$ cat src/rtl/er_all_frame_pkg.sv
// ---------------------------------------------------------------------------
// er_all_frame_pkg
// Shared definitions for the all-frame error-reconciliation controllers.
// Both Alice's and Bob's sequencers use these state codes, so the 4-bit
// values must stay fixed. The default widths below are used by the Bob-side
// controller and its single-frame handshake interface.
// ---------------------------------------------------------------------------
package er_all_frame_pkg;

    localparam int AF_STATE_W = 4;

    localparam logic [AF_STATE_W-1:0] ST_IDLE         = 4'd0;
    localparam logic [AF_STATE_W-1:0] ST_START_AF_ER  = 4'd1;
    localparam logic [AF_STATE_W-1:0] ST_START_SF_ER  = 4'd2;
    localparam logic [AF_STATE_W-1:0] ST_SF_ER_BUSY   = 4'd3;
    localparam logic [AF_STATE_W-1:0] ST_FINISH_SF_ER = 4'd4;
    localparam logic [AF_STATE_W-1:0] ST_RESET_AF_ER  = 4'd5;
    localparam logic [AF_STATE_W-1:0] ST_AF_ER_END    = 4'd6;

    localparam int DEF_MAX_FRAME_ROUND   = 7;
    localparam int DEF_FRAME_ROUND_WIDTH = 3;
    localparam int DEF_LEAKED_WIDTH      = 16;
    localparam int DEF_ERRCNT_WIDTH      = 16;
    localparam int DEF_TOTAL_WIDTH       = 24;

endpackage

$ cat src/rtl/b_all_frame_er_ctrl_if.sv
// ---------------------------------------------------------------------------
// b_all_frame_er_ctrl_if
// Handshake between Bob's all-frame sequencer (master) and Bob's single-frame
// ER engine (slave).
//   start_single_frame_ER      master->slave  one-cycle frame start pulse
//   frame_round                master->slave  index of the frame to process
//   finish_B_single_frame_ER   slave->master  one-cycle frame done pulse
//   sf_leaked_info             slave->master  leaked-info report
//   sf_error_count             slave->master  error-count report
//   sf_parameter_valid         slave->master  qualifies the two reports
//   sf_error_verification_fail slave->master  valid with the done pulse
// ---------------------------------------------------------------------------
interface b_all_frame_er_ctrl_if
    import er_all_frame_pkg::*;
#(
    parameter int FRAME_ROUND_WIDTH = DEF_FRAME_ROUND_WIDTH,
    parameter int LEAKED_WIDTH      = DEF_LEAKED_WIDTH,
    parameter int ERRCNT_WIDTH      = DEF_ERRCNT_WIDTH
);

    logic                         start_single_frame_ER;
    logic [FRAME_ROUND_WIDTH-1:0] frame_round;
    logic                         finish_B_single_frame_ER;
    logic [LEAKED_WIDTH-1:0]      sf_leaked_info;
    logic [ERRCNT_WIDTH-1:0]      sf_error_count;
    logic                         sf_parameter_valid;
    logic                         sf_error_verification_fail;

    modport master (
        output start_single_frame_ER,
        output frame_round,
        input  finish_B_single_frame_ER,
        input  sf_leaked_info,
        input  sf_error_count,
        input  sf_parameter_valid,
        input  sf_error_verification_fail
    );

    modport slave (
        input  start_single_frame_ER,
        input  frame_round,
        output finish_B_single_frame_ER,
        output sf_leaked_info,
        output sf_error_count,
        output sf_parameter_valid,
        output sf_error_verification_fail
    );

endinterface

$ cat src/rtl/b_all_frame_fsm.sv
// ---------------------------------------------------------------------------
// b_all_frame_fsm
// State register, next-state logic and Moore outputs of Bob's all-frame
// sequencer. The datapath (frame counter, accumulators) lives in the parent.
//   clk, rst_n     clock, synchronous active-low reset
//   start_i        run start request (honoured only in IDLE)
//   sf_finish_i    single-frame done pulse
//   end_run_i      the frame finishing now is the last one of the run
//   state_o        current state code
//   start_sf_o     start pulse to the single-frame engine
//   finish_af_o    run-done pulse
//   busy_o         any state but IDLE
//   clear_run_o    clear totals and fail status (START_AF_ER)
//   clear_frame_o  clear frame_round (RESET_AF_ER)
//   sf_busy_o      waiting on the single-frame engine (SF_ER_BUSY)
//   adv_frame_o    advance frame_round this cycle
// ---------------------------------------------------------------------------
module b_all_frame_fsm
    import er_all_frame_pkg::*;
(
    input  logic                  clk,
    input  logic                  rst_n,
    input  logic                  start_i,
    input  logic                  sf_finish_i,
    input  logic                  end_run_i,
    output logic [AF_STATE_W-1:0] state_o,
    output logic                  start_sf_o,
    output logic                  finish_af_o,
    output logic                  busy_o,
    output logic                  clear_run_o,
    output logic                  clear_frame_o,
    output logic                  sf_busy_o,
    output logic                  adv_frame_o
);

    logic [AF_STATE_W-1:0] state_q, state_d;

    // NOTE: combinational blocks use blocking '=' and assign a default first,
    // so every path drives state_d and no latch is inferred.
    always_comb begin
        state_d = state_q;
        case (state_q)
            ST_IDLE:         if (start_i) state_d = ST_START_AF_ER;
            ST_START_AF_ER:  state_d = ST_START_SF_ER;
            ST_START_SF_ER:  state_d = ST_SF_ER_BUSY;
            ST_SF_ER_BUSY: begin
                if (sf_finish_i) state_d = end_run_i ? ST_RESET_AF_ER : ST_FINISH_SF_ER;
            end
            ST_FINISH_SF_ER: state_d = ST_START_SF_ER;
            ST_RESET_AF_ER:  state_d = ST_AF_ER_END;
            ST_AF_ER_END:    state_d = ST_IDLE;
            default:         state_d = ST_IDLE;
        endcase
    end

    // NOTE: sequential state uses non-blocking '<='; reset is synchronous,
    // so rst_n is only looked at on the clock edge.
    always_ff @(posedge clk) begin
        if (!rst_n) state_q <= ST_IDLE;
        else        state_q <= state_d;
    end

    assign state_o       = state_q;
    assign start_sf_o    = (state_q == ST_START_SF_ER);
    assign finish_af_o   = (state_q == ST_AF_ER_END);
    assign busy_o        = (state_q != ST_IDLE);
    assign clear_run_o   = (state_q == ST_START_AF_ER);
    assign clear_frame_o = (state_q == ST_RESET_AF_ER);
    assign sf_busy_o     = (state_q == ST_SF_ER_BUSY);
    assign adv_frame_o   = (state_q == ST_SF_ER_BUSY) && sf_finish_i && !end_run_i;

endmodule

$ cat src/rtl/b_all_frame_er_ctrl.sv
// ---------------------------------------------------------------------------
// b_all_frame_er_ctrl
// Bob-side all-frame ER sequencer. Runs frames 0..MAX_FRAME_ROUND through the
// single-frame ER engine, accumulates saturating run totals of leaked info
// and error count, counts verification failures, optionally aborts on the
// first failed frame and pulses finish_all_frame_ER when the run ends.
//   clk, rst_n            clock, synchronous active-low reset
//   start_B_all_frame_ER  run start pulse (IDLE only)
//   sf_if                 master side of the single-frame ER handshake
//   total_leaked_info     saturating run sum of leaked info
//   total_error_count     saturating run sum of error counts
//   failed_frame_count    frames that failed verification this run
//   all_frame_fail        any frame failed this run
//   finish_all_frame_ER   one-cycle run-done pulse
//   busy                  controller not in IDLE
//   B_all_frame_state     current FSM state code
// ---------------------------------------------------------------------------
module b_all_frame_er_ctrl
    import er_all_frame_pkg::*;
#(
    parameter int MAX_FRAME_ROUND   = DEF_MAX_FRAME_ROUND,
    parameter int FRAME_ROUND_WIDTH = DEF_FRAME_ROUND_WIDTH,
    parameter int LEAKED_WIDTH      = DEF_LEAKED_WIDTH,
    parameter int ERRCNT_WIDTH      = DEF_ERRCNT_WIDTH,
    parameter int TOTAL_WIDTH       = DEF_TOTAL_WIDTH,
    parameter bit ABORT_ON_FAIL     = 1'b0
) (
    input  logic                         clk,
    input  logic                         rst_n,
    input  logic                         start_B_all_frame_ER,
    b_all_frame_er_ctrl_if.master        sf_if,
    output logic [TOTAL_WIDTH-1:0]       total_leaked_info,
    output logic [TOTAL_WIDTH-1:0]       total_error_count,
    output logic [FRAME_ROUND_WIDTH:0]   failed_frame_count,
    output logic                         all_frame_fail,
    output logic                         finish_all_frame_ER,
    output logic                         busy,
    output logic [AF_STATE_W-1:0]        B_all_frame_state
);

    // Sums are formed one bit wider than the larger operand so that an
    // overflow past the total's maximum is visible and can be clamped, even
    // when a report is wider than the total.
    localparam int LSUM_W = ((LEAKED_WIDTH > TOTAL_WIDTH) ? LEAKED_WIDTH : TOTAL_WIDTH) + 1;
    localparam int ESUM_W = ((ERRCNT_WIDTH > TOTAL_WIDTH) ? ERRCNT_WIDTH : TOTAL_WIDTH) + 1;
    localparam logic [TOTAL_WIDTH-1:0] TOTAL_MAX = '1;

    logic [FRAME_ROUND_WIDTH-1:0] frame_round_q, frame_round_d;
    logic [TOTAL_WIDTH-1:0]       total_leaked_q, total_leaked_d;
    logic [TOTAL_WIDTH-1:0]       total_err_q, total_err_d;
    logic [FRAME_ROUND_WIDTH:0]   fail_cnt_q, fail_cnt_d;
    logic                         any_fail_q, any_fail_d;

    logic clear_run, clear_frame, sf_busy, adv_frame, end_run, frame_fail;
    logic [LSUM_W-1:0] leaked_sum;
    logic [ESUM_W-1:0] err_sum;

    // A run ends on the last frame, or early on a failed frame when aborting.
    assign end_run = (frame_round_q == FRAME_ROUND_WIDTH'(MAX_FRAME_ROUND))
                  || (ABORT_ON_FAIL && sf_if.sf_error_verification_fail);

    b_all_frame_fsm u_fsm (
        .clk           (clk),
        .rst_n         (rst_n),
        .start_i       (start_B_all_frame_ER),
        .sf_finish_i   (sf_if.finish_B_single_frame_ER),
        .end_run_i     (end_run),
        .state_o       (B_all_frame_state),
        .start_sf_o    (sf_if.start_single_frame_ER),
        .finish_af_o   (finish_all_frame_ER),
        .busy_o        (busy),
        .clear_run_o   (clear_run),
        .clear_frame_o (clear_frame),
        .sf_busy_o     (sf_busy),
        .adv_frame_o   (adv_frame)
    );

    assign frame_fail = sf_busy && sf_if.finish_B_single_frame_ER
                                && sf_if.sf_error_verification_fail;

    assign leaked_sum = LSUM_W'(total_leaked_q) + LSUM_W'(sf_if.sf_leaked_info);
    assign err_sum    = ESUM_W'(total_err_q)    + ESUM_W'(sf_if.sf_error_count);

    always_comb begin
        frame_round_d  = frame_round_q;
        total_leaked_d = total_leaked_q;
        total_err_d    = total_err_q;
        fail_cnt_d     = fail_cnt_q;
        any_fail_d     = any_fail_q;

        if (clear_frame)    frame_round_d = '0;
        else if (adv_frame) frame_round_d = frame_round_q + 1'b1;

        if (clear_run) begin
            total_leaked_d = '0;
            total_err_d    = '0;
            fail_cnt_d     = '0;
            any_fail_d     = 1'b0;
        end else begin
            if (sf_busy && sf_if.sf_parameter_valid) begin
                total_leaked_d = (leaked_sum > LSUM_W'(TOTAL_MAX)) ? TOTAL_MAX
                                                                   : leaked_sum[TOTAL_WIDTH-1:0];
                total_err_d    = (err_sum > ESUM_W'(TOTAL_MAX)) ? TOTAL_MAX
                                                                : err_sum[TOTAL_WIDTH-1:0];
            end
            if (frame_fail) begin
                fail_cnt_d = fail_cnt_q + 1'b1;
                any_fail_d = 1'b1;
            end
        end
    end

    always_ff @(posedge clk) begin
        if (!rst_n) begin
            frame_round_q  <= '0;
            total_leaked_q <= '0;
            total_err_q    <= '0;
            fail_cnt_q     <= '0;
            any_fail_q     <= 1'b0;
        end else begin
            frame_round_q  <= frame_round_d;
            total_leaked_q <= total_leaked_d;
            total_err_q    <= total_err_d;
            fail_cnt_q     <= fail_cnt_d;
            any_fail_q     <= any_fail_d;
        end
    end

    assign sf_if.frame_round = frame_round_q;
    assign total_leaked_info  = total_leaked_q;
    assign total_error_count  = total_err_q;
    assign failed_frame_count = fail_cnt_q;
    assign all_frame_fail     = any_fail_q;

endmodule

$ cat src/flat_wrapper.sv
// flat-port wrapper written by rule: the top's interface ports become plain ports
module b_all_frame_er_ctrl_flat import er_all_frame_pkg::*;
#(
    parameter int MAX_FRAME_ROUND   = DEF_MAX_FRAME_ROUND,
    parameter int FRAME_ROUND_WIDTH = DEF_FRAME_ROUND_WIDTH,
    parameter int LEAKED_WIDTH      = DEF_LEAKED_WIDTH,
    parameter int ERRCNT_WIDTH      = DEF_ERRCNT_WIDTH,
    parameter int TOTAL_WIDTH       = DEF_TOTAL_WIDTH,
    parameter bit ABORT_ON_FAIL     = 1'b0
)
  (clk, rst_n, start_B_all_frame_ER, total_leaked_info, total_error_count, failed_frame_count, all_frame_fail, finish_all_frame_ER, busy, B_all_frame_state, sf_if_start_single_frame_ER, sf_if_frame_round, sf_if_finish_B_single_frame_ER, sf_if_sf_leaked_info, sf_if_sf_error_count, sf_if_sf_parameter_valid, sf_if_sf_error_verification_fail);
  b_all_frame_er_ctrl_if #(.FRAME_ROUND_WIDTH(FRAME_ROUND_WIDTH), .LEAKED_WIDTH(LEAKED_WIDTH), .ERRCNT_WIDTH(ERRCNT_WIDTH)) sf_if_i ();
  input  logic clk;
  input  logic rst_n;
  input  logic start_B_all_frame_ER;
  output logic [TOTAL_WIDTH-1:0] total_leaked_info;
  output logic [TOTAL_WIDTH-1:0] total_error_count;
  output logic [FRAME_ROUND_WIDTH:0] failed_frame_count;
  output logic all_frame_fail;
  output logic finish_all_frame_ER;
  output logic busy;
  output logic [AF_STATE_W-1:0] B_all_frame_state;
  output wire logic [$bits(sf_if_i.start_single_frame_ER)-1:0] sf_if_start_single_frame_ER;
  output wire logic [$bits(sf_if_i.frame_round)-1:0] sf_if_frame_round;
  input wire logic [$bits(sf_if_i.finish_B_single_frame_ER)-1:0] sf_if_finish_B_single_frame_ER;
  input wire logic [$bits(sf_if_i.sf_leaked_info)-1:0] sf_if_sf_leaked_info;
  input wire logic [$bits(sf_if_i.sf_error_count)-1:0] sf_if_sf_error_count;
  input wire logic [$bits(sf_if_i.sf_parameter_valid)-1:0] sf_if_sf_parameter_valid;
  input wire logic [$bits(sf_if_i.sf_error_verification_fail)-1:0] sf_if_sf_error_verification_fail;
  assign sf_if_start_single_frame_ER = sf_if_i.start_single_frame_ER;
  assign sf_if_frame_round = sf_if_i.frame_round;
  assign sf_if_i.finish_B_single_frame_ER = sf_if_finish_B_single_frame_ER;
  assign sf_if_i.sf_leaked_info = sf_if_sf_leaked_info;
  assign sf_if_i.sf_error_count = sf_if_sf_error_count;
  assign sf_if_i.sf_parameter_valid = sf_if_sf_parameter_valid;
  assign sf_if_i.sf_error_verification_fail = sf_if_sf_error_verification_fail;
  b_all_frame_er_ctrl #(.MAX_FRAME_ROUND(MAX_FRAME_ROUND), .FRAME_ROUND_WIDTH(FRAME_ROUND_WIDTH), .LEAKED_WIDTH(LEAKED_WIDTH), .ERRCNT_WIDTH(ERRCNT_WIDTH), .TOTAL_WIDTH(TOTAL_WIDTH), .ABORT_ON_FAIL(ABORT_ON_FAIL)) u_core (.clk(clk), .rst_n(rst_n), .start_B_all_frame_ER(start_B_all_frame_ER), .sf_if(sf_if_i), .total_leaked_info(total_leaked_info), .total_error_count(total_error_count), .failed_frame_count(failed_frame_count), .all_frame_fail(all_frame_fail), .finish_all_frame_ER(finish_all_frame_ER), .busy(busy), .B_all_frame_state(B_all_frame_state));
endmodule
$ cat config.mk
export PLATFORM = sky130hd
export DESIGN_NAME = b_all_frame_er_ctrl_flat
export DESIGN_NICKNAME = d
export VERILOG_FILES = /design/src/rtl/er_all_frame_pkg.sv /design/src/rtl/b_all_frame_er_ctrl_if.sv /design/src/rtl/b_all_frame_fsm.sv /design/src/rtl/b_all_frame_er_ctrl.sv /design/src/flat_wrapper.sv
export SDC_FILE = /design/constraint.sdc
export NUM_CORES = 1
export LEC_CHECK = 0
export BUFFER_PORTS_ARGS = -buffer_cell sky130_fd_sc_hd__buf_2
export CAP_MARGIN = 25
export CORE_MARGIN = 2
export CORE_UTILIZATION = 58
export DETAILED_ROUTE_END_ITERATION = 8
export PLACE_DENSITY = 0.89
export SYNTH_ARGS = -nofsm -noshare
export SYNTH_HDL_FRONTEND = slang
export SYNTH_SLANG_ARGS = --single-unit
export TNS_END_PERCENT = 20
$ cat constraint.sdc
create_clock -name clk -period 5.2 [get_ports clk]
set_input_delay 1.04 -clock clk [delete_from_list [all_inputs] [get_ports clk]]
set_output_delay 1.04 -clock clk [all_outputs]
set_load 0.1 [all_outputs]
==> results of run 1 <==
## where the power goes
part / switching [mW] / internal, mW / leakage [nW]
registers: 0.00993 / 0.461 / 0.476
clock network: 0.187 / 0.208 / 0.0953
logic: 0.173 / 0.0676 / 1.62
total: 0.370 / 0.736 / 2.19
## worst paths after layout
path / startpoint / to / slack [ns] / depth (start not counted)
worst max register to register: u_core.u_fsm.state_o[1] / u_core.total_leaked_info[21] / 2.40 / 7
worst min-delay path: u_core.all_frame_fail / u_core.all_frame_fail / 0.48 / 2
worst max-delay path: sf_if_sf_error_count[5] / u_core.total_error_count[1] / 2.01 / 8
worst min register to register: u_core.all_frame_fail / u_core.all_frame_fail / 0.48 / 2
## cells in the mapped netlist (6+ instances only)
| library cell | instances |
|---|---|
| sky130_fd_sc_hd__a21oi_1 | 61 |
| sky130_fd_sc_hd__dfxtp_1 | 59 |
| sky130_fd_sc_hd__o21ai_0 | 56 |
| sky130_fd_sc_hd__nor2_1 | 45 |
| sky130_fd_sc_hd__ha_1 | 35 |
| sky130_fd_sc_hd__nand2_1 | 35 |
| sky130_fd_sc_hd__xnor2_1 | 23 |
| sky130_fd_sc_hd__inv_1 | 15 |
| sky130_fd_sc_hd__a211oi_1 | 14 |
| sky130_fd_sc_hd__clkbuf_1 | 14 |
| sky130_fd_sc_hd__xor2_1 | 13 |
| sky130_fd_sc_hd__and3_1 | 11 |
| sky130_fd_sc_hd__a21o_1 | 10 |
| sky130_fd_sc_hd__nand3_1 | 10 |
| sky130_fd_sc_hd__nor3_1 | 9 |
| sky130_fd_sc_hd__mux2i_1 | 8 |
| sky130_fd_sc_hd__nand2b_1 | 6 |
| sky130_fd_sc_hd__nor2b_1 | 6 |
| sky130_fd_sc_hd__o211ai_1 | 6 |
## layer usage
layer | up-vias | routed length, µm | global-route usage
met5 | - | 0 | 0
met4 | 0 | 253 | 0.124
met3 | 20 | 796 | 0.0578
met2 | 176 | 4960 | 0.473
met1 | 1846 | 4270 | 0.336
li1 | 1992 | - | -
## stage by stage
stage	cell area [µm²]	worst slack (ns)	power, mW	hold slack (ns)	util
floorplan	4000	0.649	0.669	0.915	-
global placement	4510	1.73	0.712	0.446	0.672
detailed placement	4510	1.67	0.717	0.470	0.672
CTS	4690	2.03	1.11	0.484	0.699
global route	4690	1.89	1.15	0.522	0.699
finish	4690	2.01	1.11	0.478	0.699
## placed cells by master, fill, tap and decap left out, drive strengths merged, types with 2 or more instances in the layout
| master | count |
|---|---|
| buf | 101 |
| a21oi | 62 |
| dfxtp | 59 |
| o21ai | 59 |
| nor2 | 45 |
| nand2 | 36 |
| ha | 35 |
| xnor2 | 23 |
| inv | 15 |
| a211oi | 14 |
| xor2 | 13 |
| clkbuf | 13 |
| and3 | 11 |
| nand3 | 10 |
| a21o | 10 |
| nor3 | 9 |
| mux2i | 8 |
| o211ai | 6 |
| nand2b | 6 |
| nor2b | 6 |
| o21a | 4 |
| nand4 | 4 |
| a31oi | 4 |
| or3 | 3 |
| a211o | 3 |
| a221oi | 2 |
| and4 | 2 |
| o31a | 2 |
| nor3b | 2 |
| and2 | 2 |
| or2 | 2 |
| fa | 2 |
| clkinv | 2 |
## cell families (layout without fill, tap and decap cells)
| family | count (synthesis) | after routing |
|---|---|---|
| DFF | 59 | 59 |
| buffers and inverters | 36 | 131 |
| muxes | 8 | 8 |
| AOI/OAI and AO/OA | 179 | 179 |
| xor gates and xnor gates | 36 | 36 |
| and+or+nand+nor | 142 | 142 |
| adders and majority gates | 37 | 37 |
| other | 1 | 1 |
## flip-flops by register name, indices dropped and copies added (netlist names)
| register | count |
|---|---|
| u_core.total_error_count | 24 |
| u_core.total_leaked_info | 24 |
| u_core.failed_frame_count | 4 |
| u_core.sf_if.frame_round | 3 |
| u_core.u_fsm.state_o | 3 |
| u_core.all_frame_fail | 1 |
## layout make-up
type | count | share of cell area
clock buffer | 13 | 0.0360
clock inverter | 2 | 0.00213
inverter | 15 | 0.0120
multi-input combinational | 403 | 0.568
sequential | 59 | 0.252
tap | 80 | 0.0213
timing repair buffer | 101 | 0.109
## critical path, cell delays in order
cell and delay, ns:
sky130_fd_sc_hd__buf_2 0.10, sky130_fd_sc_hd__ha_1 0.34, sky130_fd_sc_hd__a21o_1 0.21, sky130_fd_sc_hd__a211o_1 0.27, sky130_fd_sc_hd__o21ai_1 0.27, sky130_fd_sc_hd__a32oi_1 0.22
sky130_fd_sc_hd__a31oi_2 0.74, sky130_fd_sc_hd__a221oi_1 0.18
==> out/metrics.sh, run 1 <==
YOSYS_MOST_USED_DFF='sky130_fd_sc_hd__dfxtp_1'
AREA_GROWTH_SYN_TO_LAYOUT_PCT=17.4
DIE_AREA_MM2=0.00757
FINAL_HOLD_VIOL_COUNT=0
AVGROUTEDWIREPERCELL_UM=15.3
LAYOUT.FILLER_CELLS=563
COMPOUND_GATE_FRACTION_OF_SYNTH_AREA=0.277
POST_SYNTH_NUM_CELL_TYPES=58
YOSYSWARNINGCOUNT=0
FINAL_NET_COUNT=664
OUTCOME='finished, final reports clean'
POST_SYNTH_EDFFS=0
SYNTH-SEQ-CELLS=59
VIA_PER_INST=5.99
GRT_SETUP_UNREPAIRED='no'
PIN_COUNT_OF_THE_BIGGEST_NET_ENTERING_GLOBAL_ROUTING=32
DESIGN.CORE.AREA_MM2=0.00672
CLOCK_TREE_FROM_TRITONCTS='done'
DIE_H_UM=87.0
COUNT_OF_ROUTING_VIOLATIONS_AFTER_THE_OPENING_DETAILED_ROUTE_ITERATION=231
INITIAL_CORE_UTIL=0.595
MAX_CAP_VIOLATIONS=0
IOPINCOUNT=101
DRT_PRE_ANTENNA_ITERS=5
FINCLKSKEW_NS=0.00618
DPL_HPWL_UM=7470
YS_TOP_CELLS_BY_AREA='sky130_fd_sc_hd__dfxtp_1 30%, sky130_fd_sc_hd__ha_1 11%, sky130_fd_sc_hd__a21oi_1 7.6%, sky130_fd_sc_hd__o21ai_0 7.0%, sky130_fd_sc_hd__xnor2_1 5.0%'
TIMING.CRITICAL_PATH.FANOUT_MAX=16
CTS.PATH.MAX_BUFFERS=2
HOLD_PATH_CLASS='flip-flop to flip-flop'
GRT_PASS1_VIAS=3752
CHIP_WIDTH_UM=87.0
LAYOUT_MIN_CYCLE_TIME_NS=3.19
LARGEST_FAMILY_OF_LOGIC_CELLS_BY_SYNTHESIZED_AREA='compound AO/OA/AOI/OAI gates'
WORST-SETUP-PATH-TYPE='primary input to flip-flop'
TIMING.FINAL.MAX_SLEW_VIOLATIONS=0
CTS_SETUP_BUFFERS=0
IR_WORST_VDD_V=0.000136
DR_TOTAL_VIAS=4034
POST_CTS_HOLD_BUFFER_COUNT=0
CTS-HTREE-LEVELS=3
COUNT_OF_INPUT_AND_OUTPUT_BUFFERS=99
REQUIRED_NS=5.38
POSTCTSRESIZEDCELLS=0
SEQ_AREA_FRAC_SYNTH=0.295
SYNTH.NET_COUNT=573
SYNTHDOMINANTAREACELLTYPE='sky130_fd_sc_hd__dfxtp_1'
CRIT_ARRIVAL_NS=3.37
DRCVIOLATIONCOUNT=0
GLOBALROUTE.TOTALOVERFLOW=0
TIMING.SLEW.HEADROOM=0.333
SYNTHESIS.AREA_PER_INSTANCE_UM2=8.03
ASYNCSETRESETFLOPFRACSYNTH=0
STARTPOINT_CLASS='primary input'
MULTI_INPUT_AREA_MM2=0.00267
ANTENNA_VIOLATING_NETS_POST_ROUTE=0
CLOCK_SINK_COUNT=59
FIRST_PASS_GRT_WIRE_LENGTH_UM=16800
CELLLEAKAGEPOWER_nW=2.19
GP_CONGESTION=0.922
FINAL-SEQ-AREA_MM2=0.00118
FINISHED_LAYOUT_CELLS=673
TOTALWIRELENGTH_UM=10300
CTS_ROOT_BUF='sky130_fd_sc_hd__clkbuf_8'
WORST_SKEW_PAIR.LATE_LATENCY_NS=0.35
ANTENNA-DIODE-COUNT=0
ROW_COUNT=30
TIGHTEST_SLEW_NS=1.00
NETLIST.AREA_LEADER.SHARE=0.295
CLOCK.FMAX_GHz=0.314
MUXSHAREOFSYNTHAREA=0.0200
SYNTHESIZED_AREA_MM2=0.00400
FIN_CRIT_SH=0.613
SETUP-TNS-FINAL_NS=0
DRIVE_GT1_FRAC=0.212
YOSYS.AREA_SHARE.SIMPLE=0.170
POWER_DENSITY_mW_PER_MM2=236
ANTENNA_FOUND_INITIAL=0
GLOBALROUTETOTALUTIL=0.278
POST_SYNTH_INST_COUNT=498
SYNTH-XOR-AREA-SHARE=0.0789
DPL.CELL_COUNT=658
SETUP_VIOLATIONS=0
WORSTSETUPENDPOINTTYPE='flip-flop'
YOSYS.AREA_SHARE.ADDER=0.120
CTS-BUFFERS-INSERTED=9
CLK_PIN_SLEW_WORST_PATHS_NS=0.07
(Power assumes the default switching activity.)
==> inputs of run 2 (changes only) <==
- CORE_UTILIZATION: 58 -> 49
- PLACE_DENSITY: 0.89 -> 0.8
- clock period: 5.2 -> 2.8 ns (I/O delays scaled with it)
==> out/metrics.sh, run 2 (synthesis gave the netlist of run 1 again) <==
CLOCK_TREE_FROM_TRITONCTS='done'
HOLD_PATH_CLASS='primary input to flip-flop'
TIGHTEST_SLEW_NS=0.978  # -0.0237 ns
GLOBALROUTE.TOTALOVERFLOW=0  # unchanged
FIRST_PASS_GRT_WIRE_LENGTH_UM=17100  # +1.7%
STARTPOINT_OF_THE_LOWEST_SLACK_REGISTER_TO_REGISTER_PATH='u_core.total_leaked_info[0]'
CELLLEAKAGEPOWER_nW=2.28  # +3.9%
DP_SLACK_NS=-0.0586  # -1.73 ns
DPL.CELL_COUNT=692  # +5.2%
SETUP_VIOLATIONS=0  # unchanged
VIA_PER_INST=5.74  # -4.2%
TOTALWIRELENGTH_UM=10600  # +3.5%
MOSTFREQUENTLAYOUTCELL='sky130_fd_sc_hd__buf_2'
DRCVIOLATIONCOUNT=0  # unchanged
FINAL_NET_COUNT=676  # +1.8%
DRIVE_GT1_FRAC=0.243  # +0.0301
STARTPOINT_CLASS='flip-flop'
ANTENNA_VIOLATING_NETS_POST_ROUTE=0  # unchanged
LAYOUT_MIN_CYCLE_TIME_NS=2.57
WORST-SETUP-PATH-TYPE='flip-flop to flip-flop'
TIMING.CRITICAL_PATH.FANOUT_MAX=6  # -10
TIMING.SLEW.HEADROOM=0.348  # +0.0157
GP_CONGESTION=0.942  # +2.1%
CTS.PATH.MAX_BUFFERS=2  # unchanged
DIE_H_UM=94.3  # +8.4%
COUNT_OF_INPUT_AND_OUTPUT_BUFFERS=99  # unchanged
COUNT_OF_ROUTING_VIOLATIONS_AFTER_THE_OPENING_DETAILED_ROUTE_ITERATION=137  # -41%
DR_TOTAL_VIAS=4065  # +0.77%
MAX_CAP_VIOLATIONS=0  # unchanged
GRT_PASS1_VIAS=3809  # +1.5%
DPL_HPWL_UM=7890  # +5.6%
CTS-BUFFERS-INSERTED=9  # unchanged
AREA_GROWTH_SYN_TO_LAYOUT_PCT=22.4
WORSTSETUPENDPOINTTYPE='flip-flop'
POST_CTS_HOLD_BUFFER_COUNT=0  # unchanged
CLOCK_SINK_COUNT=59  # unchanged
MOST-COMMON-LAYOUT-CELLS='99 x sky130_fd_sc_hd__buf_2, 61 x sky130_fd_sc_hd__a21oi_1, 55 x sky130_fd_sc_hd__o21ai_0'
FINAL_HOLD_VIOL_COUNT=0  # unchanged
GRT_SETUP_UNREPAIRED='no'
CLK_PIN_SLEW_WORST_PATHS_NS=0.08  # about the same
FINCLKSKEW_NS=0.0115  # +0.00529 ns
SETUP-TNS-FINAL_NS=0  # unchanged
POWER_DENSITY_mW_PER_MM2=460  # +95%
WORST-R2R-SETUP-SLACK_NS=0.23  # -2.17 ns
LAYOUT.FILLER_CELLS=706  # +25%
DRT_PRE_ANTENNA_ITERS=5  # unchanged
CTS_SETUP_BUFFERS=0  # unchanged
WORST_R2R_ENDPOINT='u_core.total_leaked_info[21]'
FIN_CRIT_SH=0.917
REQUIRED_NS=3.07  # -2.31 ns
TIMING.FINAL.MAX_SLEW_VIOLATIONS=0  # unchanged
INITIAL_CORE_UTIL=0.512  # -0.0830
DESIGN.CORE.AREA_MM2=0.00781  # +16%
ROW_COUNT=32  # +6.7%
HOLD_PATH_STARTPOINT='rst_n'
GLOBALROUTETOTALUTIL=0.240  # -0.0381
FINISHED_LAYOUT_CELLS=708  # +5.2%
TIMING.HOLD.WORST_PATH_DEPTH=3  # +1
IOPINCOUNT=101  # unchanged
WORST_SKEW_PAIR.LATE_LATENCY_NS=0.36  # about the same
CRIT_ARRIVAL_NS=2.84  # -0.53 ns
PIN_COUNT_OF_THE_BIGGEST_NET_ENTERING_GLOBAL_ROUTING=32  # unchanged
FF2FF_PATH_DEPTH=10  # +3
CTS_ROOT_BUF='sky130_fd_sc_hd__clkbuf_8'
CLOCK.FMAX_GHz=0.389
MIN_TO='u_core.u_fsm.state_o[1]'
IR_WORST_VDD_V=0.000295  # +120%
POSTCTSRESIZEDCELLS=0  # unchanged
DIE_AREA_MM2=0.00890  # +17%
AVGROUTEDWIREPERCELL_UM=15.0  # -1.7%
CTS-HTREE-LEVELS=3  # unchanged
TOTAL_POWER_mW=2.25  # +100%
ANTENNA-DIODE-COUNT=0  # unchanged
ANTENNA_FOUND_INITIAL=0  # unchanged
OUTCOME='finished, final reports clean'
FIN_WS_NS=0.231  # -1.78 ns
CHIP_WIDTH_UM=94.3  # +8.4%
[run 2: layout make-up]
class,instances,area (µm²),share of cell area
Clock buffer,12,155,0.0317
Clock inverter,4,72.6,0.0148
Inverter,15,56.3,0.0115
Multi-Input combinational cell,403,2680,0.548
Sequential cell,59,1190,0.243
Tap cell,102,128,0.0261
Timing Repair Buffer,113,613,0.125
[run 2: power breakdown]
part | internal (mW) | switching (mW)
Clock | 0.549 | 0.369
Combinational | 0.136 | 0.323
Sequential | 0.855 | 0.0209
Total | 1.54 | 0.712
[run 2: worst max-delay path by stage]
stage / startpoint / end / slack, ns / cells after the start
finish: u_core.total_leaked_info[0] / u_core.total_leaked_info[21] / 0.23 / 10
global route: u_core.total_leaked_info[0] / u_core.total_leaked_info[20] / 0.03 / 10
CTS: u_core.total_leaked_info[0] / u_core.total_leaked_info[21] / 0.25 / 10
detailed placement: sf_if_sf_leaked_info[0] / u_core.total_leaked_info[1] / -0.06 / 12
global placement: sf_if_sf_leaked_info[0] / u_core.total_leaked_info[1] / 0.02 / 12
floorplan: u_core.total_error_count[5] / u_core.total_error_count[14] / -0.16 / 8
[run 2: worst max-delay path: stages (launching register included)]
cell and delay, ns:
sky130_fd_sc_hd__dfxtp_2 0.34, sky130_fd_sc_hd__ha_1 0.16, sky130_fd_sc_hd__inv_1 0.06, sky130_fd_sc_hd__fa_1 0.40
sky130_fd_sc_hd__nor2b_1 0.17, sky130_fd_sc_hd__o31a_1 0.21, sky130_fd_sc_hd__o32a_4 0.21, sky130_fd_sc_hd__o2111ai_2 0.17
sky130_fd_sc_hd__a21oi_1 0.36, sky130_fd_sc_hd__nand4_1 0.26, sky130_fd_sc_hd__o21ai_0 0.14
[run 2: per-stage QoR]
stage	area [µm²]	hold WS, ns	utilization
5_1_grt	4890	0.476	0.627
3_3_place_gp	4670	0.451	0.598
3_5_place_dp	4670	0.479	0.598
4_1_cts	4890	0.469	0.627
6_report	4890	0.483	0.627
2_1_floorplan	4020	0.676	-
[run 2: per-layer routing]
layer,part of all wire,vias up,wire length (µm),track usage
met2,0.49,146,5240,0.411
li1,-,2014,-,-
met3,0.065,17,690,0.0474
met5,0,-,0,0
met4,0.016,0,167,0.0894
met1,0.43,1888,4550,0.297
==> inputs of run 3 (changes only) <==
- ABC_CLOCK_PERIOD_IN_PS: unset -> 2300
- clock period: 2.8 -> 2.3 ns (I/O delays scaled with it)
==> out/metrics.sh, run 3 (synthesis gave the netlist of run 1 again) <==
DRCVIOLATIONCOUNT=0  # unchanged
STARTPOINT_CLASS='flip-flop'
DPL.CELL_COUNT=735  # +6.2%
WORSTSETUPENDPOINTTYPE='flip-flop'
AREA_GROWTH_SYN_TO_LAYOUT_PCT=37.1
MAX_CAP_VIOLATIONS=0  # unchanged
TIGHTEST_SLEW_NS=0.653  # -0.324 ns
CELLLEAKAGEPOWER_nW=2.55  # +12%
MOST-COMMON-LAYOUT-CELLS='99 x sky130_fd_sc_hd__buf_2, 58 x sky130_fd_sc_hd__a21oi_1, 56 x sky130_fd_sc_hd__buf_4'
ROW_COUNT=32  # unchanged
PIN_COUNT_OF_THE_BIGGEST_NET_ENTERING_GLOBAL_ROUTING=22  # -31%
ANTENNA_VIOLATING_NETS_POST_ROUTE=0  # unchanged
CLK_PIN_SLEW_WORST_PATHS_NS=0.07  # about the same
DRIVE_GT1_FRAC=0.373  # +0.131
FIN_CRIT_SH=1.03  # +0.112
IOPINCOUNT=101  # unchanged
POWER.SWITCHING_mW=0.894  # +25%
TIMING.CRITICAL_PATH.BUF_INV=2  # +1
FINAL_NET_COUNT=721  # +6.7%
LAYOUT_MIN_CYCLE_TIME_NS=2.37  # -0.202 ns
DR_TOTAL_VIAS=4263  # +4.9%
DIE_H_UM=94.3  # unchanged
CRITICAL_PATH_DEPTH=11  # +1
FAILING_CHECKS='setup timing'
WORST_SKEW_PAIR.LATE_LATENCY_NS=0.35  # about the same
GLOBALROUTE.TOTALOVERFLOW=0  # unchanged
CRITPATHSLOWESTCELL='sky130_fd_sc_hd__dfxtp_4'
MULTI_INPUT_AREA_MM2=0.00282  # +5.0%
HOLD_PATH_CLASS='primary input to flip-flop'
SWITCHING_SHARE=0.310  # -0.00679
CRIT_ARRIVAL_NS=2.58  # -0.26 ns
WORST-SETUP-PATH-TYPE='flip-flop to flip-flop'
P_SEQ_FRAC=0.365  # -0.024
DPL_HPWL_UM=8420  # +6.7%
TIMING.HOLD.WORST_PATH_DEPTH=3  # unchanged
TIMING.FINAL.MAX_SLEW_VIOLATIONS=0  # unchanged
CHIP_WIDTH_UM=94.3  # unchanged
AVGROUTEDWIREPERCELL_UM=15.3  # +1.5%
CTS.PATH.MAX_BUFFERS=2  # unchanged
TOTALWIRELENGTH_UM=11500  # +8.0%
CTS-BUFFERS-INSERTED=9  # unchanged
CLOCK_TREE_FROM_TRITONCTS='done'
POWER_FRAC_COMB=0.216  # +0.012
ANTENNA_FOUND_INITIAL=0  # unchanged
CLOCK.FMAX_GHz=0.422  # +8.5%
FINCLKSKEW_NS=0.00497  # -0.00650 ns
GLOBALROUTETOTALUTIL=0.260  # +0.0201
DESIGN.CORE.AREA_MM2=0.00781  # unchanged
VIA_PER_INST=5.66  # -1.4%
FINAL-SEQ-AREA_MM2=0.00127  # +6.9%
POWER_DENSITY_mW_PER_MM2=527  # +14%
CLOCK_SINK_COUNT=59  # unchanged
MOSTFREQUENTLAYOUTCELL='sky130_fd_sc_hd__buf_2'
REQUIRED_NS=2.51  # -0.56 ns
GRT_SETUP_UNREPAIRED='yes'
CRIT_PATH_CELL_TRACE='ha_4, inv_2, fa_2, nor2b_2, o31a_1, o32a_4, o2111ai_4, buf_6, a21oi_4, nand4_1, o21ai_0'
TIMING.SLEW.HEADROOM=0.560  # +0.212
DIE_AREA_MM2=0.00890  # unchanged
FIRST_PASS_GRT_WIRE_LENGTH_UM=18600  # +8.9%
WORST-R2R-SETUP-SLACK_NS=-0.07  # -0.30 ns
LAYOUT.FILLER_CELLS=605  # -14%
TIMING.CRITICAL_PATH.FANOUT_MAX=6  # unchanged
CRITPATHMAXSTAGEDELAY_NS=0.35  # -0.05 ns
CTS-HTREE-LEVELS=3  # unchanged
SETUP-TNS-FINAL_NS=-1.06  # -1.06 ns
CTS_ROOT_BUF='sky130_fd_sc_hd__clkbuf_8'
CELL_INTERNAL_PWR_mW=1.99  # +29%
FINAL_HOLD_VIOL_COUNT=0  # unchanged
FINISHED_LAYOUT_CELLS=753  # +6.4%
IR_WORST_VDD_V=0.000429  # +45%
POWER.CLOCK.FRACTION=0.419  # +0.012
COUNT_OF_INPUT_AND_OUTPUT_BUFFERS=99  # unchanged
ANTENNA-DIODE-COUNT=0  # unchanged
TOTAL_POWER_mW=2.89  # +28%
GP_CONGESTION=0.989  # +5.0%
OUTCOME='complete, but fails checks'
DRT_PRE_ANTENNA_ITERS=5  # unchanged
FF2FF_PATH_DEPTH=11  # +1
LARGEST_DELAY_SHARE_FAMILY_WORST_PATH='compound AO/OA/AOI/OAI gates'
INITIAL_CORE_UTIL=0.512  # unchanged
SETUP_VIOLATIONS=23  # +23
COUNT_OF_ROUTING_VIOLATIONS_AFTER_THE_OPENING_DETAILED_ROUTE_ITERATION=159  # +16%
FIN_WS_NS=-0.0669  # -0.298 ns
GRT_PASS1_VIAS=4076  # +7.0%
run 3: changes by cell type in the layout (fill, tap and decap cells not counted), moves of 15 or more:
| cell | before | now |
|---|---|---|
| sky130_fd_sc_hd__buf_4 | 13 | 56 |
| sky130_fd_sc_hd__dfxtp_1 | 53 | 21 |
| sky130_fd_sc_hd__dfxtp_4 | 0 | 17 |
| sky130_fd_sc_hd__dfxtp_2 | 6 | 21 |
run 3: per-layer routing:
metal | global-route usage | part of all wire
met5 | 0 | 0
met4 | 0.103 | 0.017
met3 | 0.0345 | 0.060
met2 | 0.479 | 0.51
met1 | 0.303 | 0.41
run 3: path summary, 6_finish.rpt:
kind / end / start
min: u_core.u_fsm.state_o[1] / rst_n
max reg2reg: u_core.total_leaked_info[22] / u_core.total_leaked_info[0]
min reg2reg: u_core.all_frame_fail / u_core.all_frame_fail
max: u_core.total_leaked_info[22] / u_core.total_leaked_info[0]
run 3: final cells by class:
class	instances	share of cell area
multi-input combinational	403	0.514
clock inverter	1	0.00548
tap	102	0.0233
inverter	15	0.0103
sequential	59	0.232
timing repair buffer	158	0.173
clock buffer	15	0.0420
run 3: power groups by stage:
| stage | clock, mW | sequential, mW | combinational, mW |
|---|---|---|---|
| global placement | 0 | 1.07 | 0.594 |
| finish | 1.21 | 1.05 | 0.623 |
| detailed placement | 0 | 1.08 | 0.607 |
| global route | 1.27 | 1.06 | 0.667 |
| floorplan | 0 | 1.21 | 0.305 |
| CTS | 1.22 | 1.05 | 0.615 |
run 3: per-stage QoR:
step	area [µm²]	hold slack, ns	worst slack [ns]	util
detailed placement	5150	0.460	-0.341	0.660
global route	5480	0.411	-0.174	0.702
global placement	5150	0.447	-0.283	0.660
floorplan	4190	0.569	-0.194	-
finish	5480	0.373	-0.0669	0.702
CTS	5440	0.363	-0.00564	0.696
run 3: worst register-to-register path, stage by stage, from the launching register on:
cell and delay (ns):
sky130_fd_sc_hd__dfxtp_4 0.35, sky130_fd_sc_hd__ha_4 0.16, sky130_fd_sc_hd__inv_2 0.05, sky130_fd_sc_hd__fa_2 0.20, sky130_fd_sc_hd__nor2b_2 0.05, sky130_fd_sc_hd__o31a_1 0.32
sky130_fd_sc_hd__o32a_4 0.35, sky130_fd_sc_hd__o2111ai_4 0.21, sky130_fd_sc_hd__buf_6 0.15, sky130_fd_sc_hd__a21oi_4 0.07, sky130_fd_sc_hd__nand4_1 0.20, sky130_fd_sc_hd__o21ai_0 0.12
run 3: what timing repair did:
action / 4_1_cts / 5_1_grt
setup buffers: 1 / 1
endpoints found under the setup margin: 23 / 41
gates resized for setup: 4 / 9
pin swaps: 2 / 5
hold buffers: 0 / 0
